===== config.mk =====
export PLATFORM = sky130hd
export DESIGN_NAME = multi_sampler
export DESIGN_NICKNAME = d
export VERILOG_FILES = /design/src/rtl/sampler_pkg.sv /design/src/rtl/sample_mixer.sv /design/src/rtl/multi_sampler.sv
export SDC_FILE = /design/constraint.sdc
export NUM_CORES = 1
export LEC_CHECK = 0
export CAP_MARGIN = 0
export CORE_MARGIN = 2
export CORE_UTILIZATION = 41
export DETAILED_ROUTE_END_ITERATION = 7
export PLACE_DENSITY = 0.84
export SLEW_MARGIN = 20
export SYNTH_ARGS = -nofsm -noshare
export SYNTH_HDL_FRONTEND = slang
export SYNTH_HIERARCHICAL = 1
export SYNTH_SLANG_ARGS = --single-unit

===== constraint.sdc =====
create_clock -name clk -period 1.8 [get_ports clk]
set_input_delay 0.54 -clock clk [delete_from_list [all_inputs] [get_ports clk]]
set_output_delay 0.54 -clock clk [all_outputs]
set_load 0.005 [all_outputs]

===== src/rtl/sampler_pkg.sv =====
// Shared types and constants for multi_sampler.
// The mode map depends on the SAMPLER_MIX_EN macro: without it, mix requests fall back to left.
package sampler_pkg;

    typedef enum logic [1:0] {
        IDLE    = 2'd0,
        COLLECT = 2'd1,
        WRITE   = 2'd2
    } sampler_state_t;

    localparam logic [1:0] MODE_LEFT  = 2'd0;
    localparam logic [1:0] MODE_RIGHT = 2'd1;
    localparam logic [1:0] MODE_MIX   = 2'd2;

    localparam int DEF_SAMPLE_W  = 16;
    localparam int DEF_WIN_LEN   = 2048;
    localparam int DEF_NUM_SLOTS = 4;

    // Collapse the 2-bit mode request onto the modes this build supports (3 = left).
    function automatic logic [1:0] map_mode(input logic [1:0] m);
        logic [1:0] r;
        r = MODE_LEFT;
        if (m == MODE_RIGHT) r = MODE_RIGHT;
`ifdef SAMPLER_MIX_EN
        if (m == MODE_MIX) r = MODE_MIX;
`endif
        return r;
    endfunction

endpackage


===== src/rtl/sample_mixer.sv =====
// Combinational signed average of two samples: (l + r) >>> 1, rounding toward -inf.
// Only instantiated when SAMPLER_MIX_EN is defined.
module sample_mixer #(
    parameter int SAMPLE_W = 16
) (
    input  logic [SAMPLE_W-1:0] left,
    input  logic [SAMPLE_W-1:0] right,
    output logic [SAMPLE_W-1:0] mix
);

    logic signed [SAMPLE_W:0] sum;

    // One extra bit keeps the sum from overflowing; the arithmetic shift floors the halving.
    assign sum = $signed({left[SAMPLE_W-1], left}) + $signed({right[SAMPLE_W-1], right});
    assign mix = SAMPLE_W'(sum >>> 1);

endmodule


===== src/rtl/multi_sampler.sv =====
// Codec stream sampler: picks left/right/mix, writes a windowed ring buffer,
// pulses go_out per completed slot and flags consumer overrun.
// Optional feature macro: SAMPLER_MIX_EN (L/R average in mode 2; otherwise mode 2 = left).
module multi_sampler
    import sampler_pkg::*;
#(
    parameter int SAMPLE_W  = DEF_SAMPLE_W,
    parameter int WIN_LEN   = DEF_WIN_LEN,
    parameter int NUM_SLOTS = DEF_NUM_SLOTS,
    parameter int ADDR_W    = $clog2(WIN_LEN * NUM_SLOTS),
    parameter int SLOT_W    = $clog2(NUM_SLOTS)
) (
    input  logic                clk,
    input  logic                reset_n,
    input  logic                en,
    input  logic [1:0]          mode,
    input  logic [SAMPLE_W-1:0] left_in_data,
    input  logic                left_in_valid,
    output logic                left_in_ready,
    input  logic [SAMPLE_W-1:0] right_in_data,
    input  logic                right_in_valid,
    output logic                right_in_ready,
    output logic [SAMPLE_W-1:0] ring_buf_data,
    output logic [ADDR_W-1:0]   ring_buf_addr,
    output logic                ring_buf_wren,
    output logic [SLOT_W-1:0]   window_start,
    output logic                go_out,
    input  logic                ack_in,
    input  logic                clr_overrun,
    output logic                overrun
);

    localparam logic [ADDR_W-1:0] WIN_MASK = ADDR_W'(WIN_LEN - 1);

    sampler_state_t      state_q, state_d;
    logic [1:0]          active_mode_q, active_mode_d;
    logic                left_ready_d, right_ready_d;
    logic                wren_d, go_d;
    logic [SAMPLE_W-1:0] data_d;
    logic [ADDR_W-1:0]   addr_d;
    logic [SLOT_W-1:0]   win_d;
    logic                pending;
    logic                left_acc, right_acc, slot_end;

    assign left_acc  = left_in_ready && left_in_valid;
    assign right_acc = right_in_ready && right_in_valid;
    assign slot_end  = (ring_buf_addr & WIN_MASK) == WIN_MASK;

`ifdef SAMPLER_MIX_EN
    logic                left_held_q, left_held_d, right_held_q, right_held_d;
    logic [SAMPLE_W-1:0] left_hold_q, left_hold_d, right_hold_q, right_hold_d;
    logic [SAMPLE_W-1:0] mix_left, mix_right, mix_out;

    // A channel arriving this cycle bypasses its holding register.
    assign mix_left  = left_held_q  ? left_hold_q  : left_in_data;
    assign mix_right = right_held_q ? right_hold_q : right_in_data;

    sample_mixer #(.SAMPLE_W(SAMPLE_W)) u_mixer (
        .left  (mix_left),
        .right (mix_right),
        .mix   (mix_out)
    );
`endif

    // Next-state, capture and next-output decode for the IDLE/COLLECT/WRITE sequencer.
    always_comb begin
        // NOTE: every signal driven here gets a default first, so no latch is inferred.
        state_d       = state_q;
        active_mode_d = active_mode_q;
        wren_d        = 1'b0;
        go_d          = 1'b0;
        data_d        = ring_buf_data;
        addr_d        = ring_buf_addr;
        win_d         = window_start;
`ifdef SAMPLER_MIX_EN
        left_held_d   = left_held_q;
        right_held_d  = right_held_q;
        left_hold_d   = left_hold_q;
        right_hold_d  = right_hold_q;
`endif
        case (state_q)
            IDLE: begin
                if (en) begin
                    active_mode_d = map_mode(mode);
                    state_d       = COLLECT;
                end
            end
            COLLECT: begin
                if (!en) begin
                    state_d = IDLE;
`ifdef SAMPLER_MIX_EN
                    left_held_d  = 1'b0;
                    right_held_d = 1'b0;
`endif
                end
`ifdef SAMPLER_MIX_EN
                else if (active_mode_q == MODE_MIX) begin
                    if (left_acc) begin
                        left_held_d = 1'b1;
                        left_hold_d = left_in_data;
                    end
                    if (right_acc) begin
                        right_held_d = 1'b1;
                        right_hold_d = right_in_data;
                    end
                    if (left_held_d && right_held_d) begin
                        data_d       = mix_out;
                        wren_d       = 1'b1;
                        state_d      = WRITE;
                        left_held_d  = 1'b0;
                        right_held_d = 1'b0;
                    end
                end
`endif
                else if (active_mode_q == MODE_RIGHT) begin
                    if (right_acc) begin
                        data_d  = right_in_data;
                        wren_d  = 1'b1;
                        state_d = WRITE;
                    end
                end else begin
                    if (left_acc) begin
                        data_d  = left_in_data;
                        wren_d  = 1'b1;
                        state_d = WRITE;
                    end
                end
            end
            WRITE: begin
                addr_d = ring_buf_addr + ADDR_W'(1);
                if (slot_end) begin
                    go_d          = 1'b1;
                    win_d         = ring_buf_addr[ADDR_W-1 -: SLOT_W];
                    active_mode_d = map_mode(mode);
                end
                state_d = en ? COLLECT : IDLE;
            end
            default: state_d = IDLE;
        endcase
        // Readies are registered: open in COLLECT until that channel's mix sample is held.
        left_ready_d  = (state_d == COLLECT);
        right_ready_d = (state_d == COLLECT);
`ifdef SAMPLER_MIX_EN
        left_ready_d  = left_ready_d  && !left_held_d;
        right_ready_d = right_ready_d && !right_held_d;
`endif
    end

    // Sequencer state and all registered outputs.
    always_ff @(posedge clk or negedge reset_n) begin
        // NOTE: sequential state uses non-blocking assignments so every register samples pre-edge values.
        if (!reset_n) begin
            state_q        <= IDLE;
            active_mode_q  <= MODE_LEFT;
            left_in_ready  <= 1'b0;
            right_in_ready <= 1'b0;
            ring_buf_wren  <= 1'b0;
            ring_buf_data  <= '0;
            ring_buf_addr  <= '0;
            window_start   <= SLOT_W'(NUM_SLOTS - 1);
            go_out         <= 1'b0;
`ifdef SAMPLER_MIX_EN
            left_held_q    <= 1'b0;
            right_held_q   <= 1'b0;
            left_hold_q    <= '0;
            right_hold_q   <= '0;
`endif
        end else begin
            state_q        <= state_d;
            active_mode_q  <= active_mode_d;
            left_in_ready  <= left_ready_d;
            right_in_ready <= right_ready_d;
            ring_buf_wren  <= wren_d;
            ring_buf_data  <= data_d;
            ring_buf_addr  <= addr_d;
            window_start   <= win_d;
            go_out         <= go_d;
`ifdef SAMPLER_MIX_EN
            left_held_q    <= left_held_d;
            right_held_q   <= right_held_d;
            left_hold_q    <= left_hold_d;
            right_hold_q   <= right_hold_d;
`endif
        end
    end

    // Consumer tracking: an ack alongside go_out retires the old window; a new overrun beats clr.
    always_ff @(posedge clk or negedge reset_n) begin
        if (!reset_n) begin
            pending <= 1'b0;
            overrun <= 1'b0;
        end else begin
            if (go_out)      pending <= 1'b1;
            else if (ack_in) pending <= 1'b0;

            if (go_out && pending && !ack_in) overrun <= 1'b1;
            else if (clr_overrun)             overrun <= 1'b0;
        end
    end

endmodule


==> metrics.md <==
| Metric | Value |
|---|---|
| Async S/R FF share, synth | `1.000` |
| CTS Buffer Depth | `2` |
| CTS Root Cell | `clkbuf_8` |
| Post-cts hold buffer count | `0` |
| Synth Register Bits | `39` |
| Post-Syn Area | `1735 sq um` |
| Placed insts | `276` |
| Worst-path clk slew | `70 ps` |
| Post-Syn Nets | `192` |
| Die ar. | `4769 sq um` |
| Io pins | `77` |
| Post-synth top area share | `0.5335` |
| YS warnings | `6` |
| Slew @ Worst Pin | `442.0 ps` |
| Slowest-stage cell, CP | `clkdlybuf4s50_1` |
| Core Region | `4029 sq um` |
| Cell taking the most area after synthesis | `dfrtp_1` |
| Starting density of the core | `0.4307` |
| DP Area | `2584 sq um` |
| Setup TNS Final | `0 ps` |
| Main synth FF type | `dfrtp_1` |
| Final Cell Area | `2794 sq um` |
| Layout cells sized above 1 | `0.1694` |
| Die X | `69.06 um` |
| Remaining DRCs | `0` |
| Maximum VDD drop | `866.2 uV` |
| Avg Inst Size Synth | `11.57 sq um` |
| Top cells by area, synth | `dfrtp_1 53%, mux2i_1 9.2%, xnor2_1 5.0%` |
| DP Worst Slack | `-74.59 ps` |
| Cell with the most instances after synthesis | `dfrtp_1` |
| Die height | `69.06 um` |
| Final worst slack | `36.95 ps` |
| Critical-path cell list | `clkdlybuf4s50_1` |
| Minimum clock period | `1763 ps` |
| Final core occ | `0.6935` |
| Slew margin rel. | `0.7053` |
| Worst Path Required | `1260 ps` |
| Hold Crit Class | `primary input to asynchronous set/reset pin` |
| Antenna cells | `0` |
| Initial antenna violation count | `0` |
| Fillers | `327` |
| Drt first pass iters | `4` |
| RSZ-0062 raised after global routing | `false` |
| Worst Setup Start Kind | `flip-flop` |
| Gpl congestion | `0.7458` |
| Final HPWL DP | `2757 um` |
| Post-Synthesis Cells | `150` |
| CTS Buf Count | `5` |
| Max Clock Skew | `6.599 ps` |
| First-pass GRT wire length | `6092 um` |
| CP delay by family, top | `buffers and inverters` |
| Pwr Total | `2.669 mW` |
| Count of non-filler cells in the finished layout | `292` |
| Gr usage total | `0.1570` |
| CTS tree | `done` |
| # Max-Cap Violations | `0` |
| Area delta synth->final | `61.00%` |
| Hold slack | `193.9 ps` |
| Max Fclk | `567.2 MHz` |
| Status | `completed` |
| Total grt overflow | `0` |
| H-tree depth | `2` |
| Routed vias | `1375` |
| Post-route ant nets | `0` |
| Drt initial violations | `52` |
| Pwr dens | `955.3 nW/um^2` |
| DR vias/cell | `4.709` |
| Final wirelength | `3683 um` |
| Register area share after synthesis | `0.5638` |
| Final setup vio count | `0` |
| Row count | `23` |
| Setup CP Type | `flip-flop to primary output` |
| Worst path bufs/invs | `1` |
| Yosys cell types | `34` |
| Largest net degree at the start of global routing | `35` |
| Clk_lat worst skew | `280 ps` |
| Routed wire length per instance | `12.61 um` |
| Crit-path max cell delay | `520 ps` |
| Final Hold Vio Count | `0` |
| Commonest cells in the netlist | `37 x dfrtp_1, 23 x nand2_1, 16 x mux2i_1, 16 x o21ai_0, 10 x xnor2_1` |
| Post-synth EDFFs | `0` |
| CP Max Fanout | `4` |
| Leakage power total | `1.292 nW` |
| Worst Setup End Kind | `primary output` |
| WP data arrival | `1220 ps` |
| Final Slew Violations | `0` |
| Clock sink count | `39` |
| Final Cycle Share | `0.9795` |
| Vias in the first global route | `1324` |
| NumNets Final | `283` |
| # port buffers | `76` |
-- power by group --
part	internal (mW)	total, mW	switching, mW
Sequential	1.03	1.14	0.107
Clock	0.448	0.729	0.281
Combinational	0.529	0.799	0.269
Total	2.01	2.67	0.658
-- kinds of logic (layout without fill, tap and decap cells) --
kind of cell             after synthesis  in the layout  synth area share
adder cells (fa/ha/maj)                1              1          0.007209
multiplexers                          20             20            0.1204
buffers and inverters                 13            105           0.03821
AO/OA/AOI/OAI                         23             23           0.07570
XOR/XNOR                              12             12           0.06056
AND/OR/NAND/NOR                       42             42            0.1341
flip-flops                            39             39            0.5638
-- flip-flops by register name, indices dropped and copies added (netlist names) --
register,count
active_mode_q,1
go_out,1
overrun,1
pending,1
right_in_ready,1
ring_buf_addr,13
ring_buf_data,16
ring_buf_wren,1
state_q,2
window_start,2
-- cell type report --
class                      count  area [sq um]  share of cell area
sequential                    39         983.4              0.3520
inverter                       7         26.28            0.009404
clock buffer                   6         82.58             0.02956
clock inverter                 2         35.03             0.01254
multi-input combinational     98         711.9              0.2548
tap                           50         62.56             0.02239
timing repair buffer          90         892.1              0.3193
-- worst paths after layout --
| kind | to | start | slack [ps] | cells past startpoint |
|---|---|---|---|---|
| max | right_in_ready | right_in_ready | 40 | 1 |
| max reg2reg | active_mode_q[0] | ring_buf_addr[0] | 120 | 6 |
| min | state_q[1] | reset_n | 190 | 1 |
| min in group clk | pending | pending | 480 | 1 |
| max in group asynchronous | window_start[1] | reset_n | 1070 | 2 |
| min reg2reg | pending | pending | 480 | 1 |
-- repair_timing --
action	4_1_cts	5_1_grt
pin swaps	0	1
gates cloned	0	0
setup buffers	1	7
resized for setup	4	8
endpoints found under the setup margin	5	8
-- layer usage --
| metal | share of wire | track usage |
|---|---|---|
| met4 | 0.014 | 0.06536 |
| met2 | 0.50 | 0.2692 |
| met1 | 0.43 | 0.1890 |
| met5 | 0 | 0 |
| met3 | 0.051 | 0.03655 |
-- placed cells by master (no fill, tap or decap), drive strengths merged, types with 4 or more instances in the layout --
cell / count
mux2i: 16
nand2: 23
clkbuf: 6
clkdlybuf4s50: 71
inv: 7
mux2: 4
buf: 15
dfrtp: 37
o21ai: 17
xnor2: 10
Note: power is estimated with default switching activity, not from simulation.
